==> src/rtl/mul_div_unit_pkg.sv <==
// Shared definitions for the iterative multiply/divide unit: op encodings,
// FSM states and the iteration class selecting multiply or divide datapath.
package mul_div_unit_pkg;

  typedef enum logic [1:0] {
    MDU_MULTU = 2'b00,
    MDU_MULT  = 2'b01,
    MDU_DIVU  = 2'b10,
    MDU_DIV   = 2'b11
  } mdu_op_e;

  typedef enum logic [1:0] {
    S_IDLE = 2'b00,
    S_CALC = 2'b01,
    S_FIX  = 2'b10
  } mdu_state_e;

  typedef enum logic {
    CLS_MUL = 1'b0,
    CLS_DIV = 1'b1
  } mdu_class_e;

  function automatic logic op_is_signed(input mdu_op_e op);
    return (op == MDU_MULT) || (op == MDU_DIV);
  endfunction

  function automatic logic op_is_div(input mdu_op_e op);
    return (op == MDU_DIVU) || (op == MDU_DIV);
  endfunction

endpackage

==> src/rtl/mul_div_unit_iter_step.sv <==
// Combinational single iteration: one shift-add multiply step or one
// restoring-divide step on a 2*WIDTH accumulator.
module mdu_iter_step
  import mul_div_unit_pkg::*;
#(
  parameter int unsigned WIDTH = 32
) (
  input  logic               cls,
  input  logic [2*WIDTH-1:0] acc_in,
  input  logic [WIDTH-1:0]   operand,
  output logic [2*WIDTH-1:0] acc_out,
  output logic               q_bit
);

  logic [WIDTH:0]   mul_sum;
  logic [WIDTH:0]   sh_rem;
  logic [WIDTH+1:0] diff;
  logic             unused_diff_bit;

  // Multiply: acc = {partial product, remaining multiplier bits}, shifted right.
  // Divide:   acc = {partial remainder, remaining dividend bits}, shifted left,
  //           quotient bits enter at the bottom.
  assign mul_sum = {1'b0, acc_in[2*WIDTH-1:WIDTH]} +
                   (acc_in[0] ? {1'b0, operand} : '0);
  assign sh_rem  = acc_in[2*WIDTH-1:WIDTH-1];
  assign diff    = {1'b0, sh_rem} - {2'b00, operand};
  assign unused_diff_bit = diff[WIDTH];

  always_comb begin
    acc_out = '0;
    q_bit   = 1'b0;
    if (mdu_class_e'(cls) == CLS_DIV) begin
      q_bit   = ~diff[WIDTH+1];
      acc_out = {(q_bit ? diff[WIDTH-1:0] : sh_rem[WIDTH-1:0]),
                 acc_in[WIDTH-2:0], q_bit};
    end else begin
      acc_out = {mul_sum, acc_in[WIDTH-1:1]};
    end
  end

endmodule

==> src/rtl/mul_div_unit.sv <==
// Iterative multiply/divide unit with HI/LO registers: operands are reduced to
// magnitudes at launch, iterated WIDTH times, then sign-corrected in FIX.
module mul_div_unit
  import mul_div_unit_pkg::*;
#(
  parameter int unsigned WIDTH = 32,
  parameter int unsigned CNT_W = 6
) (
  input  logic             CLK,
  input  logic             RST,
  input  logic             START,
  input  logic [1:0]       OP,
  input  logic [WIDTH-1:0] SRC_A,
  input  logic [WIDTH-1:0] SRC_B,
  input  logic             HI_WE,
  input  logic             LO_WE,
  input  logic [WIDTH-1:0] WD,
  output logic             BUSY,
  output logic             DONE,
  output logic [WIDTH-1:0] HI,
  output logic [WIDTH-1:0] LO
);

  mdu_state_e         state_q, state_d;
  mdu_op_e            op_in, op_q;
  logic [2*WIDTH-1:0] acc_q, step_acc;
  logic [WIDTH-1:0]   opnd_q;
  logic [CNT_W-1:0]   cnt_q;
  logic               neg_lo_q, neg_hi_q, div_zero_q;
  logic [WIDTH-1:0]   hi_q, lo_q;
  logic               done_q;

  logic               in_signed, in_div, sign_a, sign_b;
  logic [WIDTH-1:0]   mag_a, mag_b;
  logic [2*WIDTH-1:0] prod_fix;
  logic [WIDTH-1:0]   quot, rem, hi_res, lo_res;
  mdu_class_e         step_cls;
  logic               unused_qbit;

  assign op_in     = mdu_op_e'(OP);
  assign in_signed = op_is_signed(op_in);
  assign in_div    = op_is_div(op_in);
  assign sign_a    = in_signed & SRC_A[WIDTH-1];
  assign sign_b    = in_signed & SRC_B[WIDTH-1];
  assign mag_a     = sign_a ? -SRC_A : SRC_A;
  assign mag_b     = sign_b ? -SRC_B : SRC_B;
  assign step_cls  = op_is_div(op_q) ? CLS_DIV : CLS_MUL;

  mdu_iter_step #(.WIDTH(WIDTH)) u_step (
    .cls     (step_cls),
    .acc_in  (acc_q),
    .operand (opnd_q),
    .acc_out (step_acc),
    .q_bit   (unused_qbit)
  );

  always_ff @(posedge CLK or negedge RST) begin
    if (!RST) state_q <= S_IDLE;
    else      state_q <= state_d;
  end

  always_comb begin
    state_d = state_q;
    case (state_q)
      S_IDLE: if (START) state_d = S_CALC;
      S_CALC: if (cnt_q == CNT_W'(WIDTH - 1)) state_d = S_FIX;
      S_FIX:  state_d = S_IDLE;
      default: state_d = S_IDLE;
    endcase
  end

  // Divide by zero leaves the remainder equal to |A|, which the remainder
  // sign correction turns back into SRC_A; only LO needs forcing.
  always_comb begin
    prod_fix = neg_lo_q ? -acc_q : acc_q;
    quot     = acc_q[WIDTH-1:0];
    rem      = acc_q[2*WIDTH-1:WIDTH];
    hi_res   = prod_fix[2*WIDTH-1:WIDTH];
    lo_res   = prod_fix[WIDTH-1:0];
    if (op_is_div(op_q)) begin
      hi_res = neg_hi_q ? -rem : rem;
      lo_res = div_zero_q ? '1 : (neg_lo_q ? -quot : quot);
    end
  end

  always_ff @(posedge CLK or negedge RST) begin
    if (!RST) begin
      op_q       <= MDU_MULTU;
      acc_q      <= '0;
      opnd_q     <= '0;
      cnt_q      <= '0;
      neg_lo_q   <= 1'b0;
      neg_hi_q   <= 1'b0;
      div_zero_q <= 1'b0;
      hi_q       <= '0;
      lo_q       <= '0;
      done_q     <= 1'b0;
    end else begin
      done_q <= 1'b0;
      case (state_q)
        S_IDLE: begin
          if (START) begin
            op_q       <= op_in;
            cnt_q      <= '0;
            neg_lo_q   <= sign_a ^ sign_b;
            neg_hi_q   <= in_div ? sign_a : (sign_a ^ sign_b);
            div_zero_q <= in_div && (SRC_B == '0);
            if (in_div) begin
              acc_q  <= {{WIDTH{1'b0}}, mag_a};
              opnd_q <= mag_b;
            end else begin
              acc_q  <= {{WIDTH{1'b0}}, mag_b};
              opnd_q <= mag_a;
            end
          end else begin
            if (HI_WE) hi_q <= WD;
            if (LO_WE) lo_q <= WD;
          end
        end
        S_CALC: begin
          acc_q <= step_acc;
          cnt_q <= cnt_q + 1'b1;
        end
        S_FIX: begin
          hi_q   <= hi_res;
          lo_q   <= lo_res;
          done_q <= 1'b1;
        end
        default: ;
      endcase
    end
  end

  assign BUSY = (state_q != S_IDLE);
  assign DONE = done_q;
  assign HI   = hi_q;
  assign LO   = lo_q;

endmodule

==> config.mk <==
export PLATFORM = sky130hd
export DESIGN_NAME = mul_div_unit
export DESIGN_NICKNAME = d
export VERILOG_FILES = /design/src/rtl/mul_div_unit_pkg.sv /design/src/rtl/mul_div_unit_iter_step.sv /design/src/rtl/mul_div_unit.sv
export SDC_FILE = /design/constraint.sdc
export NUM_CORES = 1
export LEC_CHECK = 0
export CORE_UTILIZATION = 45
export CTS_CLUSTER_SIZE = 8
export DETAILED_ROUTE_END_ITERATION = 8
export PLACE_DENSITY = 0.74
export SLEW_MARGIN = 20
export SYNTH_ARGS = -nofsm -noshare
export SYNTH_HDL_FRONTEND = slang
export SYNTH_HIERARCHICAL = 1
export SYNTH_SLANG_ARGS = --single-unit
==> constraint.sdc <==
create_clock -name CLK -period 4.2 [get_ports CLK]
set_input_delay 1.26 -clock CLK [delete_from_list [all_inputs] [get_ports CLK]]
set_output_delay 1.26 -clock CLK [all_outputs]
set_load 0.02 [all_outputs]
==> reports/qor.yml <==
layout_min_cycle_time_ns: 3.77
crit_path_end_kind: "flip-flop"
start_util: 0.460
cts_buffers: 17
grt_pass1_wl_um: 86900
whs_ns: 0.489
cp-start-kind: "flip-flop"
dieArea_um2: 35200
most-common-layout-cells: "224 x nand2_1, 172 x dfrtp_1, 166 x clkdlybuf4s50_1"
stdcell_count: 2539
netlist_area_um2: 15500
powerDensity_nw_per_um2: 917
worst_slew_pin_slew_ns: 1.07
dr.first_iter.drc_count: 1800
grt_pass1_vias: 15000
postCtsResizedCells: 0
grt_overflow: 0
path_common_cell: "nand2_1"
num_vias: 15900
rows: 67
slew_headroom: 0.285
hpwl_um: 43100
post_cts_buffers: 0
avgViaCountPerCell: 6.28
area_growth_pct: 19.0
track_usage: 0.314
grt_max_degree: 78
setup_viol: 0
synth_cells: 1933
dp.cells: 2505
drv_cap: 0
antenna_found_initial: 4
cts_tree: "done"
clk_pin_slew_ns: 0.09
routabilityCongestion: 0.994
fin_tns_setup_ns: 0
synth_ff_type: "dfrtp_1"
ys_warn_count: 6
fin_skew_ns: 0.0173
hp-class: "flip-flop to flip-flop"
place_area_um2: 17800
netlist-cell-type-count: 92
cts_buffer_depth: 2
arrival_ns: 4.11
fmax_mhz: 265
ioPinCount: 169
cts_max_level: 4
clkSinkCount: 173
slowest_delay_ns: 0.54
final-hold-violation-count: 0
status: "finished, final reports clean"
crit_path_cell_trace: "and2_1, ha_1, a2111oi_0, o31a_2, o21ai_0, o211ai_1, a31oi_1, o41ai_1, nand2_1, xnor2_1, a22oi_1, nand2_1, o31ai_1"
final_area_um2: 18400
drc_errors: 0
slew_violations: 0
cts_root_buf: "clkbuf_16"
synth_edf_count: 0
hold_buffers: 0
drive_gt1_frac: 0.0900
clk_latency_ns: 0.44
dp_slack_ns: 0.114
utilization: 0.547
critPathKind: "flip-flop to flip-flop"
yosys_register_bits: 173
crit_slowest_cell: "dfrtp_1"
synth_area_per_cell_um2: 8.02
design.core.area_um2: 33700
cellLeakagePower_nw: 7.81
ant_nets: 0
port_buffers: 168
p_total_mw: 16.9
nNetsFinal: 2250
dr.pass1.iters: 6
rsz0062_at_grt: "no"
fin_ws_ns: 0.430
mostFrequentLayoutCell: "nand2_1"
chipWidth_um: 188
crit_fanout: 17
period_share: 0.898
ir_worst_vdd_v: 0.000540
die_h_um: 188
wl_um: 55900
routedWlPerCell_um: 22.0
critPathRequiredTime_ns: 4.54
r2r_slack_ns: 0.43
syn_nets: 2107
synth-async-reset-ratio: 1.00
seq_area_frac_synth: 0.279
[synthesized netlist by cell type (all sizes together), types with 35 or more instances]
master | count | area share
a21oi | 152 | 0.050
xor2 | 59 | 0.033
nand2 | 225 | 0.055
dfrtp | 173 | 0.28
mux2 | 45 | 0.033
and2 | 38 | 0.016
nand3 | 62 | 0.020
o21ai | 159 | 0.052
mux2i | 51 | 0.033
nor2 | 120 | 0.029
a21o | 35 | 0.017
inv | 65 | 0.016
xnor2 | 98 | 0.055
ha | 69 | 0.056
or3 | 37 | 0.015
clkbuf | 87 | 0.021
[kinds of logic (layout without fill, tap and decap cells)]
family | after synthesis | count (layout) | synth area share
other | 0 | 2 | 0
flip-flops | 173 | 173 | 0.279
multiplexers | 96 | 96 | 0.0656
AO/OA/AOI/OAI | 595 | 595 | 0.249
XOR/XNOR | 157 | 157 | 0.0887
adder cells (fa/ha/maj) | 71 | 71 | 0.0583
buffers and inverters | 173 | 329 | 0.0435
AND/OR/NAND/NOR | 668 | 668 | 0.215
[registers in the layout (all words and copies together), names as in the netlist, 2 cells and up]
name,count
state_q,2
HI,32
opnd_q,32
acc_q,64
LO,32
cnt_q,6
[critical path: cells and delay by family, from the launching register on]
family          cells  cell delay, ns
xor+xnor            1            0.15
simple gates        3            0.46
flops               1            0.54
fa+ha+maj           1            0.34
compound gates      8            2.19
[worst paths after layout]
kind,startpoint,end,cells past startpoint
worst max register to register,acc_q[0]$_DFFE_PN0P_,acc_q[60]$_DFFE_PN0P_,13
worst max-delay path,acc_q[0]$_DFFE_PN0P_,acc_q[60]$_DFFE_PN0P_,13
max in group asynchronous,RST,acc_q[49]$_DFFE_PN0P_,2
worst min-delay path,LO[5]$_DFFE_PN0P_,LO[5]$_DFFE_PN0P_,2
min in group asynchronous,RST,cnt_q[0]$_DFFE_PN0P_,1
worst min register to register,LO[5]$_DFFE_PN0P_,LO[5]$_DFFE_PN0P_,2
[cell type report]
class / instances / area, µm²
Clock inverter: 14 / 178
Antenna cell: 2 / 5.00
Inverter: 65 / 244
Multi-Input combinational cell: 1587 / 10500
Clock buffer: 18 / 429
Fill cell: 3121 / 15300
Sequential cell: 173 / 4330
Timing Repair Buffer: 232 / 2180
Tap cell: 448 / 561
[metal layers]
metal | up-vias | GRT usage | wire length, µm
li1 | 7346 | - | -
met1 | 7612 | 0.423 | 23500
met2 | 848 | 0.487 | 24600
met3 | 139 | 0.0599 | 5130
met4 | 0 | 0.144 | 2660
met5 | - | 0 | 0
[power by group]
| group | switching (mW) | internal (mW) | leakage (nW) |
|---|---|---|---|
| registers | 1.21 | 2.51 | 2.10 |
| clock network | 0.823 | 0.805 | 0.291 |
| logic | 6.70 | 4.86 | 5.42 |
No activity file was read; power rests on OpenSTA's default activity.
